<file path="config.mk">
export PLATFORM = sky130hd
export DESIGN_NAME = bcd_entry_accumulator_flat
export DESIGN_NICKNAME = d
export VERILOG_FILES = /design/src/rtl/bcd_entry_accumulator_if.sv /design/src/rtl/bcd_entry_accumulator.sv /design/src/flat_wrapper.sv
export SDC_FILE = /design/constraint.sdc
export NUM_CORES = 1
export LEC_CHECK = 0
export BUFFER_PORTS_ARGS = -buffer_cell sky130_fd_sc_hd__buf_2
export CAP_MARGIN = 5
export CORE_MARGIN = 2
export CORE_UTILIZATION = 45
export DETAILED_ROUTE_END_ITERATION = 8
export HOLD_SLACK_MARGIN = 0.05
export MAX_ROUTING_LAYER = met4
export PLACE_DENSITY = 0.75
export SYNTH_ARGS = -nofsm -noshare
export SYNTH_HDL_FRONTEND = slang
export SYNTH_SLANG_ARGS = --single-unit
</file>
<file path="constraint.sdc">
create_clock -name clk -period 3.65 [get_ports clk]
set_input_delay 0.1825 -clock clk [delete_from_list [all_inputs] [get_ports clk]]
set_output_delay 0.1825 -clock clk [all_outputs]
set_load 0.01 [all_outputs]
</file>
<file path="src/rtl/bcd_entry_accumulator_if.sv">
// bcd_entry_accumulator_if: digit-entry and operand-output handshake bundle.
interface bcd_entry_accumulator_if #(
    parameter int VAL_W = 7,
    parameter int IDX_W = 1,
    parameter int CNT_W = 2
);
    logic             digit_valid;
    logic [3:0]       digit;
    logic             digit_ready;
    logic             enter;
    logic             backspace;
    logic             clear;
    logic             out_valid;
    logic             out_ready;
    logic [VAL_W-1:0] out_value;
    logic [IDX_W-1:0] out_idx;
    logic [CNT_W-1:0] out_ndigits;
    logic             err;

    modport master (
        output digit_valid, digit, enter, backspace, clear, out_ready,
        input  digit_ready, out_valid, out_value, out_idx, out_ndigits, err
    );

    modport slave (
        input  digit_valid, digit, enter, backspace, clear, out_ready,
        output digit_ready, out_valid, out_value, out_idx, out_ndigits, err
    );
endinterface

</file>
<file path="src/rtl/bcd_entry_accumulator.sv">
// bcd_entry_accumulator: buffers BCD keypad digits, converts them to binary one
// digit per clock on enter, and hands each operand out with a rotating index.
module bcd_entry_accumulator #(
    parameter int NUM_DIGITS   = 2,
    parameter int NUM_OPERANDS = 2,
    parameter int VAL_W        = 7,
    parameter int IDX_W        = 1,
    parameter int CNT_W        = 2
) (
    input logic                    clk,
    input logic                    rst_n,
    bcd_entry_accumulator_if.slave bus
);
    typedef enum logic [1:0] {ENTRY, CONVERT, OUT} state_t;

    state_t           r_state;
    logic [CNT_W-1:0] r_cnt;
    logic [CNT_W-1:0] r_step;
    logic [3:0]       r_buf [NUM_DIGITS];
    logic [VAL_W-1:0] r_acc;
    logic [IDX_W-1:0] r_idx;
    logic             r_err;
    logic [3:0]       w_dig;
    logic [VAL_W+3:0] w_mac;

    always_comb begin
        w_dig = '0;
        for (int i = 0; i < NUM_DIGITS; i++)
            if (CNT_W'(i) == r_step) w_dig = r_buf[i];
    end

    // acc*10 + digit as two shifts, kept 4 bits wide so nothing wraps before truncation
    assign w_mac = ({4'b0, r_acc} << 3) + ({4'b0, r_acc} << 1) + {{VAL_W{1'b0}}, w_dig};

    always_ff @(posedge clk or negedge rst_n) begin
        if (!rst_n) begin
            r_state <= ENTRY;
            r_cnt   <= '0;
            r_step  <= '0;
            r_buf   <= '{default: '0};
            r_acc   <= '0;
            r_idx   <= '0;
            r_err   <= 1'b0;
        end else begin
            r_err <= 1'b0;
            case (r_state)
                ENTRY: begin
                    if (bus.clear) r_cnt <= '0;
                    else if (bus.backspace) begin
                        if (r_cnt != '0) r_cnt <= r_cnt - 1'b1;
                    end else if (bus.enter) begin
                        r_acc   <= '0;
                        r_step  <= '0;
                        r_state <= (r_cnt == '0) ? OUT : CONVERT;
                    end else if (bus.digit_valid) begin
                        if (bus.digit <= 4'd9 && r_cnt < CNT_W'(NUM_DIGITS)) begin
                            for (int i = 0; i < NUM_DIGITS; i++)
                                if (CNT_W'(i) == r_cnt) r_buf[i] <= bus.digit;
                            r_cnt <= r_cnt + 1'b1;
                        end else r_err <= 1'b1;
                    end
                end
                CONVERT: begin
                    r_acc  <= VAL_W'(w_mac);
                    r_step <= r_step + 1'b1;
                    if (r_step == r_cnt - 1'b1) r_state <= OUT;
                end
                OUT: begin
                    if (bus.out_ready) begin
                        r_idx   <= (r_idx == IDX_W'(NUM_OPERANDS - 1)) ? '0 : r_idx + 1'b1;
                        r_cnt   <= '0;
                        r_state <= ENTRY;
                    end
                end
                default: r_state <= ENTRY;
            endcase
        end
    end

    assign bus.digit_ready = (r_state == ENTRY);
    assign bus.out_valid   = (r_state == OUT);
    assign bus.out_value   = r_acc;
    assign bus.out_idx     = r_idx;
    assign bus.out_ndigits = r_cnt;
    assign bus.err         = r_err;
endmodule
</file>
<file path="src/flat_wrapper.sv">
// flat-port wrapper written by rule: the top's interface ports become plain ports
module bcd_entry_accumulator_flat 
#(
    parameter int NUM_DIGITS   = 2,
    parameter int NUM_OPERANDS = 2,
    parameter int VAL_W        = 7,
    parameter int IDX_W        = 1,
    parameter int CNT_W        = 2
)
  (clk, rst_n, bus_digit_valid, bus_digit, bus_enter, bus_backspace, bus_clear, bus_out_ready, bus_digit_ready, bus_out_valid, bus_out_value, bus_out_idx, bus_out_ndigits, bus_err);
  bcd_entry_accumulator_if #(.VAL_W(VAL_W), .IDX_W(IDX_W), .CNT_W(CNT_W)) bus_i ();
  input logic clk;
  input logic rst_n;
  input wire logic [$bits(bus_i.digit_valid)-1:0] bus_digit_valid;
  input wire logic [$bits(bus_i.digit)-1:0] bus_digit;
  input wire logic [$bits(bus_i.enter)-1:0] bus_enter;
  input wire logic [$bits(bus_i.backspace)-1:0] bus_backspace;
  input wire logic [$bits(bus_i.clear)-1:0] bus_clear;
  input wire logic [$bits(bus_i.out_ready)-1:0] bus_out_ready;
  output wire logic [$bits(bus_i.digit_ready)-1:0] bus_digit_ready;
  output wire logic [$bits(bus_i.out_valid)-1:0] bus_out_valid;
  output wire logic [$bits(bus_i.out_value)-1:0] bus_out_value;
  output wire logic [$bits(bus_i.out_idx)-1:0] bus_out_idx;
  output wire logic [$bits(bus_i.out_ndigits)-1:0] bus_out_ndigits;
  output wire logic [$bits(bus_i.err)-1:0] bus_err;
  assign bus_i.digit_valid = bus_digit_valid;
  assign bus_i.digit = bus_digit;
  assign bus_i.enter = bus_enter;
  assign bus_i.backspace = bus_backspace;
  assign bus_i.clear = bus_clear;
  assign bus_i.out_ready = bus_out_ready;
  assign bus_digit_ready = bus_i.digit_ready;
  assign bus_out_valid = bus_i.out_valid;
  assign bus_out_value = bus_i.out_value;
  assign bus_out_idx = bus_i.out_idx;
  assign bus_out_ndigits = bus_i.out_ndigits;
  assign bus_err = bus_i.err;
  bcd_entry_accumulator #(.NUM_DIGITS(NUM_DIGITS), .NUM_OPERANDS(NUM_OPERANDS), .VAL_W(VAL_W), .IDX_W(IDX_W), .CNT_W(CNT_W)) u_core (.clk(clk), .rst_n(rst_n), .bus(bus_i));
endmodule
</file>
# After elaboration in Yosys (flattened, before gate mapping)
# Cells that the tools add are included.
totals:
  regBits: 23
  latchBits: 0
  ram_bits: 0
  mem_bits_ro: 0
  in_bits: 11
  out_inout_bits: 13
  word_cells: 77
  n_memories: 0
classes:
  add_sub_neg: 6
  multipliers: 0
  div_mod_pow: 0
  magnitude_cmp: 2
  n_eq_ne: 14
  shift: 0
  n_mux: 31
  bitwise: 3
  n_reduce_logical: 13
ops:
  columns: ["operator", "n"]
  rows:
  - ["2-to-1 mux 2 bit", 15]
  - ["2-to-1 mux 7 bit", 3]
  - ["case mux 7 bit (2 select lines)", 1]
  - ["AND reduction 7 bit", 2]
  - ["2-to-1 mux 4 bit", 2]
  - ["inequality test 2 bit (second input constant)", 4]
  - ["inequality test 4 x 3 -> 1 bit (second input constant)", 2]
  - ["inequality test 4 bit (second input constant)", 2]
  - ["case mux 2 bit (2 select lines)", 2]
  - ["adder 7 x 4 -> 7 bit", 1]
  - ["adder 7 bit", 1]
  - ["2-to-1 mux 1 bit", 7]
  - ["zero test 2 bit", 3]
  - ["case mux 2 bit (3 select lines)", 1]
  - ["AND reduction 6 bit", 1]
  - ["nonzero test 2 bit", 3]
  - ["AND reduction 5 bit", 1]
  - ["adder 2 x 1 -> 2 bit (second input constant)", 2]
  - ["== test 1 x 2 -> 1 bit (first input constant)", 2]
  - ["<= comparator 4 bit (second input constant)", 1]
  - ["AND reduction 4 bit", 1]
  - ["inverter 1 bit", 3]
  - ["== test 2 x 1 -> 1 bit (second input constant)", 1]
  - ["== test 2 bit", 1]
  - ["7 further kinds", 7]

# Depth between registers and ports, before layout
# Gate-level depths: netlist (run 1).
depth:
  ltp_word: 8
  ltp_mapped: 12
  depth_no_buf: 12

# Worst setup path before layout (run 1)
# No wires, ideal clock.
synth_timing:
  path_type: "register to register"
  startpoint: "register u_core.r_step[0]"
  endpoint: "register u_core.r_acc[6] (netlist: u_core.bus.out_value[6])"
  setup_ns: 0.128
  t_arrival_ns: 2.448
  required_time_ns: 3.522
  slack_ns: 1.074
  stages_incl_launch_ff: 12
  path_buffers: 0
  period_less_slack_ns: 2.576
  path_cell_list: "dfrtp_1 > inv_1 > ha_1 > nor2b_1 > a22o_1 > fa_1 > inv_1 > fa_1 > nand2b_1 > a21oi_1 > xnor2_1 > o21ai_0"
synth_between:
  elab_chain_cells: 5
  word_cells_on_any_way: 6
  classes_between: "add/sub (1); eq/ne (1); mux (3); reduce/logical (1)"
synth_lines:
  columns: ["item", "line", "source"]
  rows:
  - ["from (decl)", "bcd_entry_accumulator.sv:18", "logic [CNT_W-1:0] r_step;"]
  - ["from (signal assigned)", "bcd_entry_accumulator.sv:65", "r_step <= r_step + 1'b1;"]
  - ["zero test 2 bit", "bcd_entry_accumulator.sv:29", "if (CNT_W'(i) == r_step) w_dig = r_buf[i];"]
  - ["2-to-1 mux 4 bit", "bcd_entry_accumulator.sv:29", null]
  - ["2-to-1 mux 4 bit (*)", "bcd_entry_accumulator.sv:29", null]
  - ["adder 7 x 4 -> 7 bit (*)", "bcd_entry_accumulator.sv:33", "assign w_mac = ({4'b0, r_acc} << 3) + ({4'b0, r_acc} << 1) + {{VAL_W{1'b0}}, w_dig};"]
  - ["case mux 7 bit (2 select lines) (*)", "bcd_entry_accumulator.sv:46", "case (r_state)"]
  - ["to (signal assigned)", "bcd_entry_accumulator.sv:64", "r_acc <= VAL_W'(w_mac);"]
  - ["to (decl)", "bcd_entry_accumulator.sv:20", "logic [VAL_W-1:0] r_acc;"]
# Every way passes the cells marked *; elsewhere a longest branch is shown, timed or not.
# A chain may end at the register's enable or synchronous reset.

# Final worst setup path (run 1)
# Ends and elaborated chain as after synthesis.

==> results of run 1 <==
## metrics by stage
step	hold WS [ns]	instances
2_1_floorplan	-0.1131	125
6_report	0.1208	183
3_5_place_dp	0.1934	178
5_1_grt	0.1209	183
3_3_place_gp	0.1832	178
4_1_cts	0.1133	183
## state kept, by name, indices dropped and copies added (netlist names)
name / cells
u_core.r_step: 2
u_core.r_state: 2
u_core.bus.out_ndigits: 2
u_core.bus.out_value: 7
u_core.bus.err: 1
u_core.r_buf: 8
u_core.bus.out_idx: 1
## report_power, final
group | internal [mW] | switching, mW | leakage [nW]
clock | 0.0426 | 0.0774 | 0.0150
sequential | 0.351 | 0.102 | 0.308
combinational | 0.277 | 0.293 | 0.467
## cell families after synthesis
family	Yosys count
fa+ha+maj	14
compound gates	27
xor+xnor	9
simple gates	34
buf+inv	10
mux	8
flops	23
## final timing paths
path | startpoint | endpoint | depth (start not counted)
worst max-delay path | u_core.r_step[0]$_DFFE_PN0P_ | u_core.bus.out_value[6]$_DFFE_PN0P_ | 11
worst min-delay path | bus_out_ready | u_core.bus.out_idx$_DFFE_PN0P_ | 3
worst max register to register | u_core.r_step[0]$_DFFE_PN0P_ | u_core.bus.out_value[6]$_DFFE_PN0P_ | 11
worst min register to register | u_core.bus.out_idx$_DFFE_PN0P_ | u_core.bus.out_idx$_DFFE_PN0P_ | 1
max in group asynchronous | rst_n | u_core.bus.out_value[0]$_DFFE_PN0P_ | 2
min in group asynchronous | rst_n | u_core.bus.err$_DFF_PN0_ | 2
## what timing repair did
action	4_1_cts	5_1_grt
setup endpoints to repair	0	0
hold endpoints to repair	23	0
hold buffers	1	0
## cell usage in the layout, fill, tap and decap left out, drive strengths merged
| cell type | instances |
|---|---|
| a31oi | 1 |
| nor3b | 1 |
| and2b | 1 |
| or4 | 1 |
| a22oi | 1 |
| nand2b | 5 |
| o21bai | 1 |
| ha | 12 |
| mux2 | 8 |
| dlygate4sd3 | 1 |
| nor2 | 5 |
| clkbuf | 4 |
| xnor2 | 6 |
| nor4 | 1 |
| o21ai | 9 |
| a21oi | 4 |
| or3 | 1 |
| o21a | 1 |
| a21o | 3 |
| o41ai | 1 |
| a32o | 1 |
| a31o | 1 |
| nor3 | 2 |
| dfrtp | 23 |
| nand2 | 15 |
| fa | 2 |
| a22o | 4 |
| nor2b | 2 |
| xor2 | 3 |
| inv | 9 |
| buf | 23 |
## final cells by class
type | count | share of cell area (%)
sequential | 23 | 37.86
tap | 31 | 2.551
timing repair buffer | 24 | 8.230
clock buffer | 4 | 1.728
inverter | 9 | 2.222
multi-input combinational | 92 | 47.41
## worst reg2reg max path: cells and delay by family, from the launching register on
family | cells | cell delay (ns)
AOI/OAI and AO/OA | 3 | 0.45
buffers and inverters | 2 | 0.14
adders and majority gates | 3 | 1.15
DFF | 1 | 0.45
xor gates and xnor gates | 1 | 0.13
and+or+nand+nor | 2 | 0.31
## routing by layer
layer / vias up / wire (um) / GRT usage (%)
met3: 2 / 65 / 2.637
met2: 17 / 1273 / 27.61
met5: - / 0 / -
li1: 489 / - / -
met1: 468 / 1195 / 21.52
met4: 0 / 18 / 5.844
==> summary.md, run 1 <==
| Metric | Value |
|---|---|
| Post-DRT Antenna Nets | `0` |
| Filler instances | `about 270` |
| Kind of critical path | `register to register` |
| # H-tree levels | `1` |
| Largest family of logic cells by synthesized area | `adder cells` |
| R2r setup slk | `0.91 ns` |
| Main synth FF type | `dfrtp_1` |
| Syn_nets | `150` |
| Area Growth Syn to Fin | `13.34%` |
| Slowest stage delay, CP | `approximately 0.51 ns` |
| Startpoint Class | `register` |
| Pin count of the biggest net entering global routing | `24` |
| Die Ht | `between 50 and 60 um` |
| Commonest cells in the netlist | `dfrtp_1, nand2_1, ha_1` |
| Register bit total from synthesis | `23` |
| Final Cycle Share | `between 70 and 80%` |
| Global-route wire length before repair | `approximately 4.3 mm` |
| Clock Pin Slew Worst Setup and Hold Paths | `0.13 ns` |
| Synth Area in Adders | `14.18%` |
| MaxCap Viol Count | `0` |
| Slew @ Worst Pin | `about 0.65 ns` |
| Setup slack after layout | `0.9102 ns` |
| Nets@finish | `about 180` |
| Core ar. | `~0.0028 mm^2` |
| Area contributors post-synth | `dfrtp_1, ha_1, mux2_2` |
| DR WL/cell | `roughly 14 um` |
| Vias after detailed routing | `976` |
| Initial antenna violation count | `0` |
| CTS tree | `built` |
| Share of post-route cells with drive strength above 1 | `roughly 24%` |
| IO Port Bufs | `23` |
| FP Rows | `19` |
| Remaining DRCs | `1` |
| Seq/Total Area, Yosys | `42.91%` |
| Area share of the leading cell type in the synthesized netlist | `42.91%` |
| PwrDens | `751.8 mW/mm^2` |
| Tmin final | `2.740 ns` |
| Status | `finished with violations` |
| GRT Residual Overflow | `0` |
| Compound-gate portion of the synthesized area | `roughly an eighth` |
| Avg Inst Size Synth | `~11 um^2` |
| Mux contribution to synthesized area | `6.716%` |
| Setup total negative slack | `0 ns` |
| Num CTS Buffers | `3` |
| Clk buf depth | `2` |
| Unrepaired setup endpoints after global routing | `no` |
| Clk sinks | `23` |
| DRT Pass-1 Iters | `6` |
| CP Cell Sequence | `inv_1, ha_1, nor2b_1, a22o_1, fa_1, inv_1, fa_1, nand2b_1, a21oi_1, xnor2_1, o21ai_0` |
| Crit end category | `register` |
| Critical path peak fanout | `5` |
| Failing checks | `DRC` |
| Asr flop ratio synth | `100.0%` |
| Max-slew violation count | `0` |
| Synthesized area | `0.001341 mm^2` |
| Fin area | `0.001520 mm^2` |
| Largest area contributor in the netlist | `dfrtp_1` |
| Worst skew pair latency | `around 0.31 ns` |
| Arrival time at the worst endpoint | `about 2.9 ns` |
| Mapped Cells | `between 100 and 150` |
| Netlist cell types | `29` |
| RePlAce Congestion | `0.7763` |
| Worst path bufs/invs | `2` |
| Achievable Freq | `365.0 MHz` |
| CTS resizes | `0` |
| Die area | `around 0.0034 mm^2` |
| CP max stage cell | `fa_1` |
| Final setup fails | `0` |
| Hold Path Class | `input port to register` |
| # IOs | `24` |
| Vias in the first global route | `about 980` |
| YS warnings | `0` |
| Via/cell ratio | `5.333` |
| Multi-input logic area | `~700 um^2` |
| CP delay by family, top | `adder cells` |
| Antenna Cells | `0` |
| DRT iter0 DRCs | `33` |
| Total wire length | `between 2 and 3 mm` |
| Simple-gate share of the synthesized area | `between 10% and 20%` |
| Final hold viol count | `0` |
| Static leakage | `0.7896 nW` |
| Final core occ | `54.19%` |
| Final Total Pwr | `1.143 mW` |
| Seq. cell area | `approximately 580 um^2` |
| Setup slack at placement | `approximately 0.93 ns` |
| Clock root cell | `clkbuf_4` |
| Worst Skew | `just over 0.005 ns` |
| Most numerous cell in the Yosys netlist | `dfrtp_1` |
| Initial Util | `a little under half` |
| GRT Util Overall | `16.93%` |
| CP Data Required Time | `just under 4 ns` |
| Rel. slew slack | `a little under three fifths` |
| Placed cell areas | `between 0.001 and 0.0015 mm^2` |
| Hpwl dp | `1.983 mm` |
| Number of setup buffers added after CTS | `0` |
| Xor-xnor portion of the synthesized cell area | `under 10%` |
| Maximum VDD drop | `about 0.30 mV` |
| EDFF count, synth | `0` |
| Die W | `around 60 um` |
Note: power is estimated with default switching activity, not from simulation.
==> inputs of run 2 (changes only) <==
--- a/config.mk
+++ b/config.mk
@@ -12,7 +12,7 @@
 export DETAILED_ROUTE_END_ITERATION = 8
 export HOLD_SLACK_MARGIN = 0.05
 export MAX_ROUTING_LAYER = met4
-export PLACE_DENSITY = 0.75
+export PLACE_DENSITY = 0.77
 export SYNTH_ARGS = -nofsm -noshare
 export SYNTH_HDL_FRONTEND = slang
 export SYNTH_SLANG_ARGS = --single-unit
==> constraint.sdc (replaced) <==
create_clock -name clk -period 2.4 [get_ports clk]
set_input_delay 0.12 -clock clk [delete_from_list [all_inputs] [get_ports clk]]
set_output_delay 0.12 -clock clk [all_outputs]
set_load 0.01 [all_outputs]
==> summary.md, run 2 (synthesis gave the netlist of run 1 again) <==
| Metric | Value |
|---|---|
| Cell total after placement | `183 (+2.8%)` |
| Vias after detailed routing | `1072 (+9.8%)` |
| Antenna Cells | `0 (unchanged)` |
| GRT Util Overall | `19.36% (+2.4 points)` |
| Crit end category | `register` |
| CP Cell Sequence | `ha_2, buf_4, a22o_1, fa_1, inv_2, fa_2, nand2b_4, a21oi_2, xnor2_1, o21ai_1` |
| Top reg by flops | `u_core.r_buf` |
| Unrepaired setup endpoints after global routing | `yes` |
| Initial antenna violation count | `0 (unchanged)` |
| Hold Slack | `0.08855 ns (-0.03225 ns)` |
| IO Port Bufs | `23 (unchanged)` |
| Total wire length | `2.911 mm (+14%)` |
| Final core occ | `58.30% (+4.1 points)` |
| Achievable Freq | `397.9 MHz (+9.0%)` |
| Clk buf depth | `2 (unchanged)` |
| CP Data Required Time | `2.62 ns (-1.23 ns)` |
| Share of post-route cells with drive strength above 1 | `32.52% (+8.2 points)` |
| Arrival time at the worst endpoint | `2.74 ns (-0.20 ns)` |
| Initial Util | `47.81% (unchanged)` |
| Clock root cell | `clkbuf_4` |
| Tmin final | `2.513 ns (-0.2265 ns)` |
| PwrDens | `1164 mW/mm^2 (+55%)` |
| Worst R2R Path Depth | `10 (-1)` |
| Startpoint Class | `register` |
| FP Rows | `19 (unchanged)` |
| Die area | `0.003433 mm^2 (unchanged)` |
| Failing checks | `DRC, setup timing` |
| Worst Skew | `0.01710 ns (+0.01206 ns)` |
| Slew @ Worst Pin | `0.7884 ns (+0.1403 ns)` |
| Final Total Pwr | `1.903 mW (+67%)` |
| Pin count of the biggest net entering global routing | `24 (unchanged)` |
| CP delay by family, top | `adder cells` |
| Hpwl dp | `2.147 mm (+8.2%)` |
| Area Growth Syn to Fin | `21.92%` |
| Final std cells w/o fill | `194 (+6.0%)` |
| CTS tree | `built` |
| Number of flip-flops in the largest register | `8 (unchanged)` |
| Clk sinks | `23 (unchanged)` |
| Nets@finish | `189 (+6.2%)` |
| Most frequent cells in the layout | `buf_2, dfrtp_1, nand2_1, ha_1` |
| Die Ht | `58.60 um (unchanged)` |
| DRT Pass-1 Iters | `6 (unchanged)` |
| Critical path peak fanout | `3 (-2)` |
| Num CTS Buffers | `3 (unchanged)` |
| Via/cell ratio | `5.526 (+3.6%)` |
| Setup total negative slack | `-0.2024 ns (-0.2024 ns)` |
| Slowest stage delay, CP | `0.53 ns (+0.02 ns)` |
| Worst skew pair latency | `0.32 ns (about the same)` |
| Post-DRT Antenna Nets | `0 (unchanged)` |
| # IOs | `24 (unchanged)` |
| Kind of critical path | `register to register` |
| Placed cell areas | `0.001540 mm^2 (+3.8%)` |
| Remaining DRCs | `1 (unchanged)` |
| Final hold viol count | `0 (unchanged)` |
| Fin area | `0.001635 mm^2 (+7.6%)` |
| Worst Hold Depth | `2 (-1)` |
| CP max stage cell | `fa_1` |
| Worst path bufs/invs | `2 (unchanged)` |
| RePlAce Congestion | `0.7815 (+0.67%)` |
| Clock Pin Slew Worst Setup and Hold Paths | `0.14 ns (about the same)` |
| Final setup fails | `2 (+2)` |
| Setup slack after layout | `-0.1132 ns (-1.023 ns)` |
| Status | `finished with violations` |
| GRT Residual Overflow | `0 (unchanged)` |
| Vias in the first global route | `1038 (+6.4%)` |
| # H-tree levels | `1 (unchanged)` |
| MaxCap Viol Count | `0 (unchanged)` |
| Global-route wire length before repair | `4.767 mm (+12%)` |
| Final Cycle Share | `104.7% (+30 points)` |
| Setup slack at placement | `-0.1459 ns (-1.080 ns)` |
| Max-slew violation count | `0 (unchanged)` |
| Core ar. | `0.002805 mm^2 (unchanged)` |
| Die W | `58.60 um (unchanged)` |
| DRT iter0 DRCs | `43 (+30%)` |
| Maximum VDD drop | `0.4696 mV (+56%)` |
| DR WL/cell | `15.01 um (+7.6%)` |
| Static leakage | `0.8487 nW (+7.5%)` |
| Critical Path Stages | `10 (-1)` |
| Hold Path Class | `input port to register` |
| Rel. slew slack | `47.33% (-9.4 points)` |
run 2: worst reg2reg max path, stage by stage (launching register included):
cell	delay (ns)
dfrtp_1	0.44
ha_2	0.20
buf_4	0.14
a22o_1	0.21
fa_1	0.53
inv_2	0.05
fa_2	0.33
nand2b_4	0.15
a21oi_2	0.15
xnor2_1	0.14
o21ai_1	0.08
run 2: worst paths after layout:
| path | start | to | slack [ns] |
|---|---|---|---|
| worst max register to register | u_core.r_step[0]$_DFFE_PN0P_ | u_core.bus.out_value[6]$_DFFE_PN0P_ | -0.11 |
| min in group asynchronous | rst_n | u_core.bus.out_ndigits[0]$_DFFE_PN0P_ | 0.28 |
| worst min register to register | u_core.bus.out_idx$_DFFE_PN0P_ | u_core.bus.out_idx$_DFFE_PN0P_ | 0.48 |
| max in group asynchronous | rst_n | u_core.r_buf[4]$_DFFE_PN0P_ | 1.75 |
| worst min-delay path | bus_digit[3] | u_core.r_buf[7]$_DFFE_PN0P_ | 0.09 |
| worst max-delay path | u_core.r_step[0]$_DFFE_PN0P_ | u_core.bus.out_value[6]$_DFFE_PN0P_ | -0.11 |
run 2: final cells by class:
class	instances	area, um^2
sequential	23	575.6
timing repair buffer	35	215.2
multi-input combinational	92	745.7
clock buffer	4	26.28
fill	246	1170
tap	31	38.79
inverter	9	33.78
run 2: routing by layer:
metal	global-route usage, %	wire length (um)	vias up
met5	-	0	-
met4	7.792	51	0
met3	2.637	125	6
met2	34.03	1494	30
met1	22.24	1239	525
li1	-	-	511
run 2: what timing repair did:
item | CTS | global route
hold buffers | 3 | 1
hold endpoints to repair | 25 | 2
gates resized for setup | 1 | 3
setup buffers | 2 | 1
endpoints found under the setup margin | 3 | 3
pin swaps | 2 | 1
run 2: power breakdown:
group          leakage, nW  internal (mW)  switching, mW
clock network       0.0150         0.0651          0.123
logic                0.526          0.508          0.519
registers            0.308          0.534          0.153
==> inputs of run 3 (changes only) <==
--- a/config.mk
+++ b/config.mk
@@ -5,6 +5,7 @@
 export SDC_FILE = /design/constraint.sdc
 export NUM_CORES = 1
 export LEC_CHECK = 0
+export ABC_AREA = 1
 export BUFFER_PORTS_ARGS = -buffer_cell sky130_fd_sc_hd__buf_2
 export CAP_MARGIN = 5
 export CORE_MARGIN = 2
@@ -12,7 +13,7 @@
 export DETAILED_ROUTE_END_ITERATION = 8
 export HOLD_SLACK_MARGIN = 0.05
 export MAX_ROUTING_LAYER = met4
-export PLACE_DENSITY = 0.77
+export PLACE_DENSITY = 0.76
 export SYNTH_ARGS = -nofsm -noshare
 export SYNTH_HDL_FRONTEND = slang
 export SYNTH_SLANG_ARGS = --single-unit
==> summary.md, run 3 <==
| Metric | Value |
|---|---|
| Worst path bufs/invs | `3 (+1)` |
| Total wire length | `2.857 mm (-1.9%)` |
| GRT Residual Overflow | `0 (unchanged)` |
| Syn_nets | `209 (+39%)` |
| Critical path peak fanout | `4 (+1)` |
| RePlAce Congestion | `0.8614 (+10%)` |
| Clock Pin Slew Worst Setup and Hold Paths | `0.13 ns (about the same)` |
| Die Ht | `61.50 um (+4.9%)` |
| CP delay by family, top | `adder cells` |
| Achievable Freq | `438.3 MHz (+10%)` |
| Fin area | `0.001722 mm^2 (+5.3%)` |
| EDFF count, synth | `0 (unchanged)` |
| Largest area contributor in the netlist | `dfrtp_1` |
| DRT Pass-1 Iters | `4 (-2)` |
| Initial Util | `47.94% (+0.13 points)` |
| Share of post-route cells with drive strength above 1 | `25.12% (-7.4 points)` |
| Number of flip-flops in the largest register | `8 (unchanged)` |
| PwrDens | `1098 mW/mm^2 (-5.7%)` |
| Post-DRT Antenna Nets | `0 (unchanged)` |
| Register bit total from synthesis | `23 (unchanged)` |
| Tmin final | `2.282 ns (-0.2316 ns)` |
| Status | `complete, no violations` |
| Startpoint Class | `register` |
| Rel. slew slack | `65.76% (+18 points)` |
| CTS tree | `built` |
| Area contributors post-synth | `dfrtp_1, nand2_1, ha_1` |
| Crit end category | `register` |
| Area share of the leading cell type in the synthesized netlist | `38.69% (-4.2 points)` |
| Static leakage | `0.9882 nW (+16%)` |
| Clk buf depth | `2 (unchanged)` |
| Via/cell ratio | `4.784 (-13%)` |
| Worst Skew | `0.005073 ns (-0.01203 ns)` |
| DR WL/cell | `11.03 um (-26%)` |
| Core ar. | `0.003103 mm^2 (+11%)` |
| Hpwl dp | `2.227 mm (+3.8%)` |
| Final Total Pwr | `1.890 mW (-0.67%)` |
| MaxCap Viol Count | `0 (unchanged)` |
| CP max stage cell | `fa_1` |
| Area Growth Syn to Fin | `15.73%` |
| Kind of critical path | `register to register` |
| Final Cycle Share | `95.07% (-9.6 points)` |
| Crit-path most repeated cell | `nand2_1` |
| Arrival time at the worst endpoint | `2.50 ns (-0.24 ns)` |
| CP Cell Sequence | `ha_2, buf_4, nand2_1, nand2_1, fa_1, inv_1, fa_2, nor2_2, nor2_1, inv_1, nand2_1, nand3_1, nand2_1` |
| Filler instances | `317 (+29%)` |
| Worst R2R Path Depth | `13 (+3)` |
| Worst Hold Depth | `3 (+1)` |
| Avg Inst Size Synth | `8.085 um^2 (-25%)` |
| Final setup fails | `0 (-2)` |
| IO Port Bufs | `23 (unchanged)` |
| Multi-input logic area | `814.5 um^2 (+9.2%)` |
| Clock root cell | `clkbuf_4` |
| Asr flop ratio synth | `100.0% (unchanged)` |
| DRT iter0 DRCs | `8 (-81%)` |
| Die area | `0.003782 mm^2 (+10%)` |
| # H-tree levels | `1 (unchanged)` |
| Most numerous cell in the Yosys netlist | `nand2_1` |
| Commonest cells in the netlist | `nand2_1, dfrtp_1, inv_1` |
| Final hold viol count | `0 (unchanged)` |
| Placed cell areas | `0.001654 mm^2 (+7.4%)` |
| Most frequent cells in the layout | `nand2_1, buf_2, dfrtp_1, inv_1, nand3_1` |
| FP Rows | `20 (+1)` |
| Synthesized area | `0.001488 mm^2 (+11%)` |
| Mapped Cells | `184 (+47%)` |
| Vias in the first global route | `1140 (+9.8%)` |
| Top reg by flops | `u_core.r_buf` |
| Nets@finish | `241 (+28%)` |
| Slowest stage delay, CP | `0.51 ns (-0.02 ns)` |
| YS warnings | `0 (unchanged)` |
| Worst skew pair latency | `0.30 ns (-0.02 ns)` |
| Initial antenna violation count | `0 (unchanged)` |
| Num CTS Buffers | `3 (unchanged)` |
| Antenna Cells | `0 (unchanged)` |
| Seq. cell area | `576.8 um^2 (+0.22%)` |
| Final core occ | `55.48% (-2.8 points)` |
| Main synth FF type | `dfrtp_1` |
| Clk sinks | `23 (unchanged)` |
| Vias after detailed routing | `1239 (+16%)` |
| Hold Path Class | `input port to register` |
| Slew @ Worst Pin | `0.5136 ns (-0.2747 ns)` |
| GRT Util Overall | `17.32% (-2.0 points)` |
| Critical Path Stages | `13 (+3)` |
| Die W | `61.50 um (+4.9%)` |
| Maximum VDD drop | `0.5772 mV (+23%)` |
| Netlist cell types | `26 (-10%)` |
| Commonest non-fill, non-tap cell in the layout | `nand2_1` |
| # IOs | `24 (unchanged)` |
| Global-route wire length before repair | `4.767 mm (unchanged)` |
| CP Data Required Time | `2.61 ns (about the same)` |
| Remaining DRCs | `0 (-1)` |
| Max-slew violation count | `0 (unchanged)` |
| Pin count of the biggest net entering global routing | `24 (unchanged)` |
| Seq/Total Area, Yosys | `38.69% (-4.2 points)` |
run 3: cells by family after synthesis:
kind of cell	Yosys count	synth area share, %
DFF	23	38.69
xor gates and xnor gates	4	2.355
and+or+nand+nor	103	33.73
AOI/OAI and AO/OA	14	5.383
buffers and inverters	26	7.065
adders and majority gates	14	12.78
run 3: layer usage:
| layer | up-vias | routed length (um) | global-route usage (%) | share of wire, % |
|---|---|---|---|---|
| met4 | 0 | 14 | 5.471 | 0.49 |
| met2 | 15 | 1377 | 27.22 | 48 |
| met3 | 2 | 78 | 2.521 | 2.7 |
| met5 | - | 0 | - | 0 |
| met1 | 568 | 1386 | 23.11 | 49 |
| li1 | 654 | - | - | - |
run 3: final timing paths:
kind                                                     start                                   to  slack [ns]
worst max register to register    u_core.r_step[0]$_DFFE_PN0P_  u_core.bus.out_value[6]$_DFFE_PN0P_        0.12
max in group asynchronous                                rst_n         u_core.r_step[0]$_DFFE_PN0P_        1.72
worst min-delay path                              bus_digit[0]          u_core.r_buf[0]$_DFFE_PN0P_        0.07
worst min register to register  u_core.bus.out_idx$_DFFE_PN0P_       u_core.bus.out_idx$_DFFE_PN0P_        0.48
min in group asynchronous                                rst_n  u_core.bus.out_value[2]$_DFFE_PN0P_        0.31
worst max-delay path              u_core.r_step[0]$_DFFE_PN0P_  u_core.bus.out_value[6]$_DFFE_PN0P_        0.12
run 3: per-stage QoR:
stage               setup TNS [ns]  std cells  setup slack (ns)  hold WS (ns)
finish                           0        259            0.1184       0.07117
global route             -0.005565        259         -0.005565       0.05010
CTS                              0        256          0.007005       0.06058
detailed placement               0        251           0.01332        0.1229
global placement                 0        251           0.09026        0.1252
floorplan                        0        184            0.1186       -0.1756
run 3: timing repair:
| action | CTS | global route |
|---|---|---|
| endpoints found under the hold margin | 23 | 0 |
| buffers inserted | 0 | 3 |
| hold buffers | 1 | 0 |
| setup endpoints to repair | 0 | 2 |
| gates resized for setup | 0 | 5 |
run 3: worst min-delay path, stage by stage:
cell and delay, ns:
buf_2 0.11, nand4_1 0.08, nand2_1 0.05
run 3: cell type report:
| cell class | instances | share of cell area, % |
|---|---|---|
| Sequential cell | 23 | 33.50 |
| Tap cell | 44 | 3.198 |
| Timing Repair Buffer | 28 | 9.012 |
| Inverter | 25 | 5.451 |
| Clock buffer | 4 | 1.526 |
| Multi-Input combinational cell | 135 | 47.31 |
run 3: where the power goes:
part	total [mW]	switching, mW	internal, mW
Clock	0.178	0.113	0.0648
Sequential	0.688	0.149	0.538
Combinational	1.02	0.605	0.419
Total	1.89	0.868	1.02
